[config.mk]
export PLATFORM = sky130hd
export DESIGN_NAME = uart_program_loader_flat
export DESIGN_NICKNAME = d
export VERILOG_FILES = /design/src/rtl/uart_program_loader_if.sv /design/src/rtl/uart_program_loader.sv /design/src/flat_wrapper.sv
export SDC_FILE = /design/constraint.sdc
export NUM_CORES = 1
export LEC_CHECK = 0
export CELL_PAD_IN_SITES_DETAIL_PLACEMENT = 0
export CELL_PAD_IN_SITES_GLOBAL_PLACEMENT = 2
export CORE_UTILIZATION = 39
export DETAILED_ROUTE_END_ITERATION = 6
export HOLD_SLACK_MARGIN = 0.12
export PLACE_DENSITY_LB_ADDON = 0.25
export RECOVER_POWER = 25
export SYNTH_ARGS = -nofsm -noshare
export SYNTH_HDL_FRONTEND = slang
export SYNTH_SLANG_ARGS = --single-unit
[constraint.sdc]
create_clock -name clk -period 6.6 [get_ports clk]
set_clock_uncertainty 0.2 [all_clocks]
set_input_delay 0.99 -clock clk [delete_from_list [all_inputs] [get_ports clk]]
set_output_delay 0.99 -clock clk [all_outputs]
set_load 0.01 [all_outputs]
[src/rtl/uart_program_loader_if.sv]
// RAM write port driven by the program loader: one-cycle strobe with address and byte.
interface uart_program_loader_if #(
  parameter int ADDR_WIDTH = 4
);
  logic                  ram_we;
  logic [ADDR_WIDTH-1:0] ram_addr;
  logic [7:0]            ram_data;

  modport master (output ram_we, ram_addr, ram_data);
  modport slave  (input  ram_we, ram_addr, ram_data);
endinterface

[src/rtl/uart_program_loader.sv]
// UART 8N1 program loader: streams MEM_DEPTH bytes into RAM from address 0, holds the CPU
// meanwhile and pulses its reset on completion. Define LOADER_CHECKSUM_EN for a trailer checksum.
module uart_program_loader #(
  parameter int CLK_FREQ   = 27_000_000,
  parameter int BAUD       = 115200,
  parameter int MEM_DEPTH  = 16,
  parameter int ADDR_WIDTH = 4
) (
  input  logic                  clk,
  input  logic                  rst,
  input  logic                  i_uart_rx,
  input  logic                  i_load_en,
  uart_program_loader_if.master ram,
  output logic                  o_cpu_hold,
  output logic                  o_cpu_rst_pulse,
  output logic                  o_done,
  output logic [ADDR_WIDTH:0]   o_byte_count,
  output logic                  o_frame_err,
  output logic                  o_chk_err
);
  localparam int CLKS_PER_BIT = CLK_FREQ / BAUD;
  localparam int HALF         = CLKS_PER_BIT / 2;
  localparam int CNT_W        = $clog2(CLKS_PER_BIT + 1);
  localparam logic [CNT_W-1:0]    CNT_HALF = CNT_W'(HALF);
  localparam logic [CNT_W-1:0]    CNT_BIT  = CNT_W'(CLKS_PER_BIT - 1);
  localparam logic [ADDR_WIDTH:0] FULL     = (ADDR_WIDTH+1)'(MEM_DEPTH);

  localparam logic [1:0] RX_IDLE  = 2'd0;
  localparam logic [1:0] RX_START = 2'd1;
  localparam logic [1:0] RX_DATA  = 2'd2;
  localparam logic [1:0] RX_STOP  = 2'd3;

  localparam logic [1:0] L_IDLE  = 2'd0;
  localparam logic [1:0] L_LOAD  = 2'd1;
`ifdef LOADER_CHECKSUM_EN
  localparam logic [1:0] L_CHECK = 2'd2;
`endif
  localparam logic [1:0] L_DONE  = 2'd3;

  logic r_rx_s1, r_rx_s2, r_rx_s3;
  logic r_le_s1, r_le_s2;
  logic w_rx, w_rx_fall, w_le;

  // Third rx stage exists only to detect the falling edge of the synchronized line.
  always_ff @(posedge clk or posedge rst) begin
    if (rst) begin
      r_rx_s1 <= 1'b1;
      r_rx_s2 <= 1'b1;
      r_rx_s3 <= 1'b1;
      r_le_s1 <= 1'b0;
      r_le_s2 <= 1'b0;
    end else begin
      r_rx_s1 <= i_uart_rx;
      r_rx_s2 <= r_rx_s1;
      r_rx_s3 <= r_rx_s2;
      r_le_s1 <= i_load_en;
      r_le_s2 <= r_le_s1;
    end
  end

  assign w_rx      = r_rx_s2;
  assign w_rx_fall = r_rx_s3 & ~r_rx_s2;
  assign w_le      = r_le_s2;

  logic [1:0]       r_rx_state;
  logic [CNT_W-1:0] r_cnt;
  logic [2:0]       r_bit;
  logic [7:0]       r_shift;
  logic             r_byte_vld;
  logic             r_frame_bad;

  always_ff @(posedge clk or posedge rst) begin
    if (rst) begin
      r_rx_state  <= RX_IDLE;
      r_cnt       <= '0;
      r_bit       <= '0;
      r_shift     <= '0;
      r_byte_vld  <= 1'b0;
      r_frame_bad <= 1'b0;
    end else begin
      r_byte_vld  <= 1'b0;
      r_frame_bad <= 1'b0;
      case (r_rx_state)
        RX_IDLE: begin
          if (w_rx_fall) begin
            r_rx_state <= RX_START;
            r_cnt      <= '0;
          end
        end
        RX_START: begin
          if (r_cnt == CNT_HALF) begin
            r_cnt      <= '0;
            r_bit      <= '0;
            r_rx_state <= w_rx ? RX_IDLE : RX_DATA;
          end else begin
            r_cnt <= r_cnt + 1'b1;
          end
        end
        RX_DATA: begin
          if (r_cnt == CNT_BIT) begin
            r_cnt   <= '0;
            r_shift <= {w_rx, r_shift[7:1]};
            r_bit   <= r_bit + 1'b1;
            if (r_bit == 3'd7) r_rx_state <= RX_STOP;
          end else begin
            r_cnt <= r_cnt + 1'b1;
          end
        end
        default: begin
          if (r_cnt == CNT_BIT) begin
            r_cnt       <= '0;
            r_rx_state  <= RX_IDLE;
            r_byte_vld  <= w_rx;
            r_frame_bad <= ~w_rx;
          end else begin
            r_cnt <= r_cnt + 1'b1;
          end
        end
      endcase
    end
  end

  logic [1:0]            r_l_state;
  logic [ADDR_WIDTH-1:0] r_addr;
  logic [ADDR_WIDTH:0]   r_count;
  logic                  r_ram_we;
  logic [ADDR_WIDTH-1:0] r_ram_addr;
  logic [7:0]            r_ram_data;
  logic                  r_pulse;
  logic                  r_frame_err;
`ifdef LOADER_CHECKSUM_EN
  logic                  r_chk_err;
  logic [7:0]            r_sum;
`endif

  // Completion is taken one cycle after the last write, so the hold drops with the pulse.
  always_ff @(posedge clk or posedge rst) begin
    if (rst) begin
      r_l_state   <= L_IDLE;
      r_addr      <= '0;
      r_count     <= '0;
      r_ram_we    <= 1'b0;
      r_ram_addr  <= '0;
      r_ram_data  <= '0;
      r_pulse     <= 1'b0;
      r_frame_err <= 1'b0;
`ifdef LOADER_CHECKSUM_EN
      r_chk_err   <= 1'b0;
      r_sum       <= '0;
`endif
    end else begin
      r_ram_we <= 1'b0;
      r_pulse  <= 1'b0;
      if (r_frame_bad) r_frame_err <= 1'b1;
      case (r_l_state)
        L_IDLE: begin
          if (w_le) begin
            r_l_state   <= L_LOAD;
            r_addr      <= '0;
            r_count     <= '0;
            r_frame_err <= 1'b0;
`ifdef LOADER_CHECKSUM_EN
            r_chk_err   <= 1'b0;
            r_sum       <= '0;
`endif
          end
        end
        L_LOAD: begin
          if (!w_le) begin
            r_l_state <= L_IDLE;
          end else if (r_count == FULL) begin
`ifdef LOADER_CHECKSUM_EN
            r_l_state <= L_CHECK;
`else
            r_l_state <= L_DONE;
            r_pulse   <= 1'b1;
`endif
          end else if (r_byte_vld) begin
            r_ram_we   <= 1'b1;
            r_ram_addr <= r_addr;
            r_ram_data <= r_shift;
            r_addr     <= r_addr + 1'b1;
            r_count    <= r_count + 1'b1;
`ifdef LOADER_CHECKSUM_EN
            r_sum      <= r_sum + r_shift;
`endif
          end
        end
`ifdef LOADER_CHECKSUM_EN
        L_CHECK: begin
          if (!w_le) begin
            r_l_state <= L_IDLE;
          end else if (r_byte_vld) begin
            if (r_shift == r_sum) begin
              r_l_state <= L_DONE;
              r_pulse   <= 1'b1;
            end else begin
              r_chk_err <= 1'b1;
            end
          end
        end
`endif
        L_DONE: begin
          if (!w_le) r_l_state <= L_IDLE;
        end
        default: r_l_state <= L_IDLE;
      endcase
    end
  end

  assign ram.ram_we       = r_ram_we;
  assign ram.ram_addr     = r_ram_addr;
  assign ram.ram_data     = r_ram_data;
  assign o_done           = (r_l_state == L_DONE);
  assign o_cpu_hold       = (r_l_state != L_IDLE) && (r_l_state != L_DONE);
  assign o_cpu_rst_pulse  = r_pulse;
  assign o_byte_count     = r_count;
  assign o_frame_err      = r_frame_err;
`ifdef LOADER_CHECKSUM_EN
  assign o_chk_err        = r_chk_err;
`else
  assign o_chk_err        = 1'b0;
`endif
endmodule

[src/flat_wrapper.sv]
// flat-port wrapper written by rule: the top's interface ports become plain ports
module uart_program_loader_flat 
#(
  parameter int CLK_FREQ   = 27_000_000,
  parameter int BAUD       = 115200,
  parameter int MEM_DEPTH  = 16,
  parameter int ADDR_WIDTH = 4
)
  (clk, rst, i_uart_rx, i_load_en, o_cpu_hold, o_cpu_rst_pulse, o_done, o_byte_count, o_frame_err, o_chk_err, ram_ram_we, ram_ram_addr, ram_ram_data);
  uart_program_loader_if #(.ADDR_WIDTH(ADDR_WIDTH)) ram_i ();
  input  logic clk;
  input  logic rst;
  input  logic i_uart_rx;
  input  logic i_load_en;
  output logic o_cpu_hold;
  output logic o_cpu_rst_pulse;
  output logic o_done;
  output logic [ADDR_WIDTH:0] o_byte_count;
  output logic o_frame_err;
  output logic o_chk_err;
  output wire logic [$bits(ram_i.ram_we)-1:0] ram_ram_we;
  output wire logic [$bits(ram_i.ram_addr)-1:0] ram_ram_addr;
  output wire logic [$bits(ram_i.ram_data)-1:0] ram_ram_data;
  assign ram_ram_we = ram_i.ram_we;
  assign ram_ram_addr = ram_i.ram_addr;
  assign ram_ram_data = ram_i.ram_data;
  uart_program_loader #(.CLK_FREQ(CLK_FREQ), .BAUD(BAUD), .MEM_DEPTH(MEM_DEPTH), .ADDR_WIDTH(ADDR_WIDTH)) u_core (.clk(clk), .rst(rst), .i_uart_rx(i_uart_rx), .i_load_en(i_load_en), .ram(ram_i), .o_cpu_hold(o_cpu_hold), .o_cpu_rst_pulse(o_cpu_rst_pulse), .o_done(o_done), .o_byte_count(o_byte_count), .o_frame_err(o_frame_err), .o_chk_err(o_chk_err));
endmodule
== Word-level counts from Yosys, hierarchy flattened ==
Cells that the tools add are included.

* Memories: 0
* Register bits: 54
* Latch bits: 0
* Logic and storage cells: 102
* Bits in writable memories: 0
* ROM bits: 0

* Add/subtract/negate cells: 4
* $lt $le $gt $ge: 0
* $mul: 0
* Shift-type cells: 0
* Divide/modulo/power cells: 0
* Reductions and logical operators: 14
* Bitwise gates (word level): 3
* Equal/unequal tests: 19
* Multiplexer cells: 43

{| class="wikitable"
|+ Operators with widths
! kind !! count
|-
| 8-bit two-way mux || 3
|-
| 2-bit two-way mux || 10
|-
| 5-bit two-way mux || 4
|-
| 4-bit two-way mux || 4
|-
| 8-bit one-hot mux with 2 select lines || 1
|-
| 1-bit two-way mux || 14
|-
| 2-bit by 1-bit != test with 1-bit output, second input constant || 7
|-
| 2-bit one-hot mux with 3 select lines || 2
|-
| 5-bit one-hot mux with 2 select lines || 1
|-
| 5-bit AND reduction || 2
|-
| 8-bit by 1-bit adder with 8-bit output, second input constant || 1
|-
| 8-bit by 7-bit equality test with 1-bit output, second input constant || 1
|-
| 8-bit equality test, second input constant || 1
|-
| 4-bit one-hot mux with 2 select lines || 1
|-
| 3-bit two-way mux || 2
|-
| 2-bit != test, second input constant || 3
|-
| 3-bit one-hot mux with 2 select lines || 1
|-
| 3-bit AND reduction || 2
|-
| 2-bit nonzero test || 3
|-
| 5-bit by 1-bit adder with 5-bit output, second input constant || 1
|-
| 5-bit equality test, second input constant || 1
|-
| 4-bit by 1-bit adder with 4-bit output, second input constant || 1
|-
| 2-bit by 1-bit equality test with 1-bit output, second input constant || 2
|-
| 2-bit equality test, second input constant || 2
|-
| 11 further kinds || 13
|}

== Longest topological paths before layout ==
* Depth after elaboration: 5
* Mapped depth: 9

== Worst setup path before layout ==
OpenSTA, ideal clock, no wires.

* Path kind: reg-to-reg
* Start point: reg u_core.r_cnt[1]
* End point: reg u_core.r_rx_state[1]
* Slack: 4413 ps
* Cell stages (with the launch flop): 7
* Arrival: 1883 ps
* Data required time: 6297 ps
* Clock period less this slack: 2187 ps
* Setup time: 103 ps
* Path through: dfrtp_1 > inv_1 > ha_1 > nand3_2 > o41a_1 > or4_4 > o41ai_2

* Cells in the longest elaborated chain, start to end: 3
* Elaborated cells between the ends (all ways): 6
* Classes of those cells: eq/ne (4); reduce/logical (2)

{| class="wikitable"
|+ Ends and longest elaborated chain
! element !! RTL line !! RTL
|-
| from (decl) || uart_program_loader.sv:66 || <nowiki>logic [CNT_W-1:0] r_cnt;</nowiki>
|-
| from (signal assigned) || uart_program_loader.sv:96 || <nowiki>r_cnt <= r_cnt + 1'b1;</nowiki>
|-
| from (signal assigned) || uart_program_loader.sv:106 || <nowiki>r_cnt <= r_cnt + 1'b1;</nowiki>
|-
| from (signal assigned) || uart_program_loader.sv:116 || <nowiki>r_cnt <= r_cnt + 1'b1;</nowiki>
|-
| 8-bit equality test / 8-bit by 7-bit equality test with 1-bit output (equally long branches) || uart_program_loader.sv:100, uart_program_loader.sv:110, uart_program_loader.sv:91 ||
|-
| 2-bit by 1-bit != test with 1-bit output (no source line) / 3-bit nonzero test (equally long branches) || - ||
|-
| 5-bit AND reduction (no source line) (*) || - ||
|-
| to (signal assigned) || uart_program_loader.sv:94 || <nowiki>r_rx_state <= w_rx ? RX_IDLE : RX_DATA;</nowiki>
|-
| to (decl) || uart_program_loader.sv:65 || <nowiki>logic [1:0] r_rx_state;</nowiki>
|}

Every way passes the cells marked *; elsewhere a longest branch is shown, timed or not.
A chain may end at the register's enable or synchronous reset.

==> out/qor.yml <==
cp_max_fo: 54
rsz0062_at_grt: "false"
p_per_area_mw_per_mm2: 269.5
synth_commonest_cells: "57 x nand2_1, 51 x dfrtp_1, 15 x ha_1, 15 x inv_1, 11 x nor2_1"
setup_viol: 0
period_share: 0.5843
tns_ns: 0
worstHoldEndpoint: "u_core.r_le_s2"
async_reset_ff_frac: 1.000
path_clk_slew_ns: 0.10
reg2reg_from: "u_core.o_byte_count[0]"
r2r_cells: 6
grt_pass1_vias: 1716
violations: "capacitance limit, slew limit"
startpoint_type: "input port"
antenna_cells: 0
syn_to_final_growth_pct: 16.52
yosysMostFrequentCell: "nand2_1"
r2r_slack_ns: 4.15
status: "complete, but fails checks"
io_pins: 27
ir_drop_mv: 0.1530
initial_core_util: 0.4149
antenna_left: 0
die_w_um: 82.30
synth_cell_type_count: 43
hold_buffers: 0
die_y_um: 82.30
cts_sinks: 54
yosysSeqAreaShare: 0.5388
final_layout_size_suffix_gt1_frac: 0.09259
synth_top_area_cell: "dfrtp_1"
period_needed_ns: 3.856
placeableCoreArea_mm2: 0.006061
syn_nets: 262
maxCapViolations: 1
clock_latency_ns: 0.32
vias: 1757
drcViolationCount: 0
via_per_inst: 5.093
dp_hpwl_um: 3020
synth_cells: 243
synth_area_mm2: 0.002515
syn_avg_cell_area_um2: 10.35
yosysWarningCount: 0
grt_usage: 0.1543
htreeDepth: 2
slew_headroom: -0.9056
overflow: 0
totalWireLength_um: 4416
reg2reg_to: "u_core.o_byte_count[1]"
maxSlewViolCount: 55
hp-class: "reg2reg"
cts_resized: 0
yosysTopAreaCellShare: 0.5075
postCtsSetupRepairBufs: 0
layout.nets: 288
p_leak_nw: 1.383
p_total_uw: 789.7
root_buffer: "clkbuf_8"
critPathCaptureType: "asynchronous set/reset pin"
worstMarginPinSlew_ns: 2.858
portBuffers: 25
hold_depth: 0
numCtsBuffers: 5
rows: 28
antenna_found_initial: 0
crit_type: "in2async"
grt_max_degree: 55
clk_path_buf_depth: 2
hold_path.startpoint: "u_core.r_le_s1"
required_ns: 6.22
place_congestion: 0.7516
critPathSlowestCell: "clkbuf_1"
drt_iter0_drc: 83
cp.arrival_ns: 3.48
cts_tree: "built"
synth_flop_cell: "dfrtp_1"
synth_area_leaders: "dfrtp_1 51%, nand2_1 8.5%, ha_1 7.5%"
fp.dieArea_mm2: 0.006773
max_freq_mhz: 259.3
slowest_delay_ns: 2.01
grt_pass1_wl_um: 7831
hold_viol: 0
firstDrtPassIters: 4
avgRoutedWirePerCell_um: 12.80
ys_ff_latch: 54
synth_edf_count: 0
path_cells: "clkdlybuf4s50_1 -> clkinv_1 -> clkbuf_1"
## report_power, final
group / total [mW] / internal, mW / leakage, nW / switching [mW]
clock: 0.199 / 0.0789 / 0.0502 / 0.120
sequential: 0.382 / 0.353 / 0.731 / 0.0289
combinational: 0.209 / 0.0780 / 0.602 / 0.131
total: 0.790 / 0.510 / 1.38 / 0.279
## registers in the layout (all words and copies together) (netlist names)
name                    cells
u_core.r_rx_s2              1
u_core.ram.ram_addr         4
u_core.ram.ram_data         8
u_core.r_cnt                8
u_core.r_frame_bad          1
u_core.ram.ram_we           1
u_core.o_frame_err          1
u_core.o_byte_count         5
u_core.r_shift              8
u_core.r_rx_s1              1
u_core.o_cpu_rst_pulse      1
u_core.r_le_s1              1
u_core.r_byte_vld           1
u_core.r_addr               4
u_core.r_l_state            2
u_core.r_le_s2              1
u_core.r_bit                3
u_core.r_rx_state           2
u_core.r_rx_s3              1
## cells in the final DEF (no fill, tap or decap), types with 6 or more instances in the layout
cell	count
nor2_1	11
nand2_1	57
a21oi_1	8
o21ai_0	6
clkdlybuf4s50_1	23
inv_1	14
ha_1	15
dfrtp_1	51
nand3_1	8
mux2_2	8
## routing by layer
metal	vias up	routed length [um]	global-route usage
met5	-	0	0
met4	0	97	0.07018
met1	837	2225	0.2071
li1	876	-	-
met2	34	1929	0.2388
met3	10	163	0.03187
## worst max path at each step
stage                   startpoint                     end  cells past startpoint  slack [ns]
2_1_floorplan                  rst  u_core.o_byte_count[0]                      1        4.10
3_3_place_gp   u_core.r_l_state[0]              o_cpu_hold                      3        4.17
3_5_place_dp   u_core.r_l_state[0]              o_cpu_hold                      3        4.14
4_1_cts        u_core.r_l_state[0]              o_cpu_hold                      3        3.78
5_1_grt                        rst         u_core.r_cnt[7]                      3        1.99
6_report                       rst         u_core.r_cnt[4]                      3        2.74
## cell type report
cell class              count  area [um^2]
clock inverters             3        28.78
inverters                  16        60.06
flip-flops and latches     54         1355
multi-input cells         166         1070
clock buffers               5        68.82
repair buffers             26        254.0
well taps                  75        93.84
fillers                   573         3131
## cell families (layout without fill, tap and decap cells)
group,after synthesis,in the layout,share of synthesized area
and+or+nand+nor,95,95,0.1716
other,1,1,0.001491
muxes,11,11,0.04776
xor gates and xnor gates,9,9,0.03134
buffers and inverters,23,50,0.03582
adders and majority gates,15,15,0.07463
AOI/OAI and AO/OA,35,35,0.09852
DFF,54,54,0.5388
## critical path, delay by kind of cell
family                 cells  cell delay [ns]
buffers and inverters      3             2.45
## stage by stage
| stage | cell area [um^2] | setup WS, ns | hold WS (ns) | cells | utilization |
|---|---|---|---|---|---|
| finish | 2930 | 2.744 | 0.1579 | 345 | 0.4835 |
| global placement | 2836 | 4.170 | 0.1350 | 337 | 0.4680 |
| detailed placement | 2836 | 4.137 | 0.1373 | 337 | 0.4680 |
| global route | 2930 | 1.988 | 0.1743 | 345 | 0.4835 |
| CTS | 2934 | 3.777 | 0.1611 | 345 | 0.4841 |
| floorplan | 2515 | 4.100 | 0.1312 | 243 | - |
Note: power is estimated with default switching activity, not from simulation.
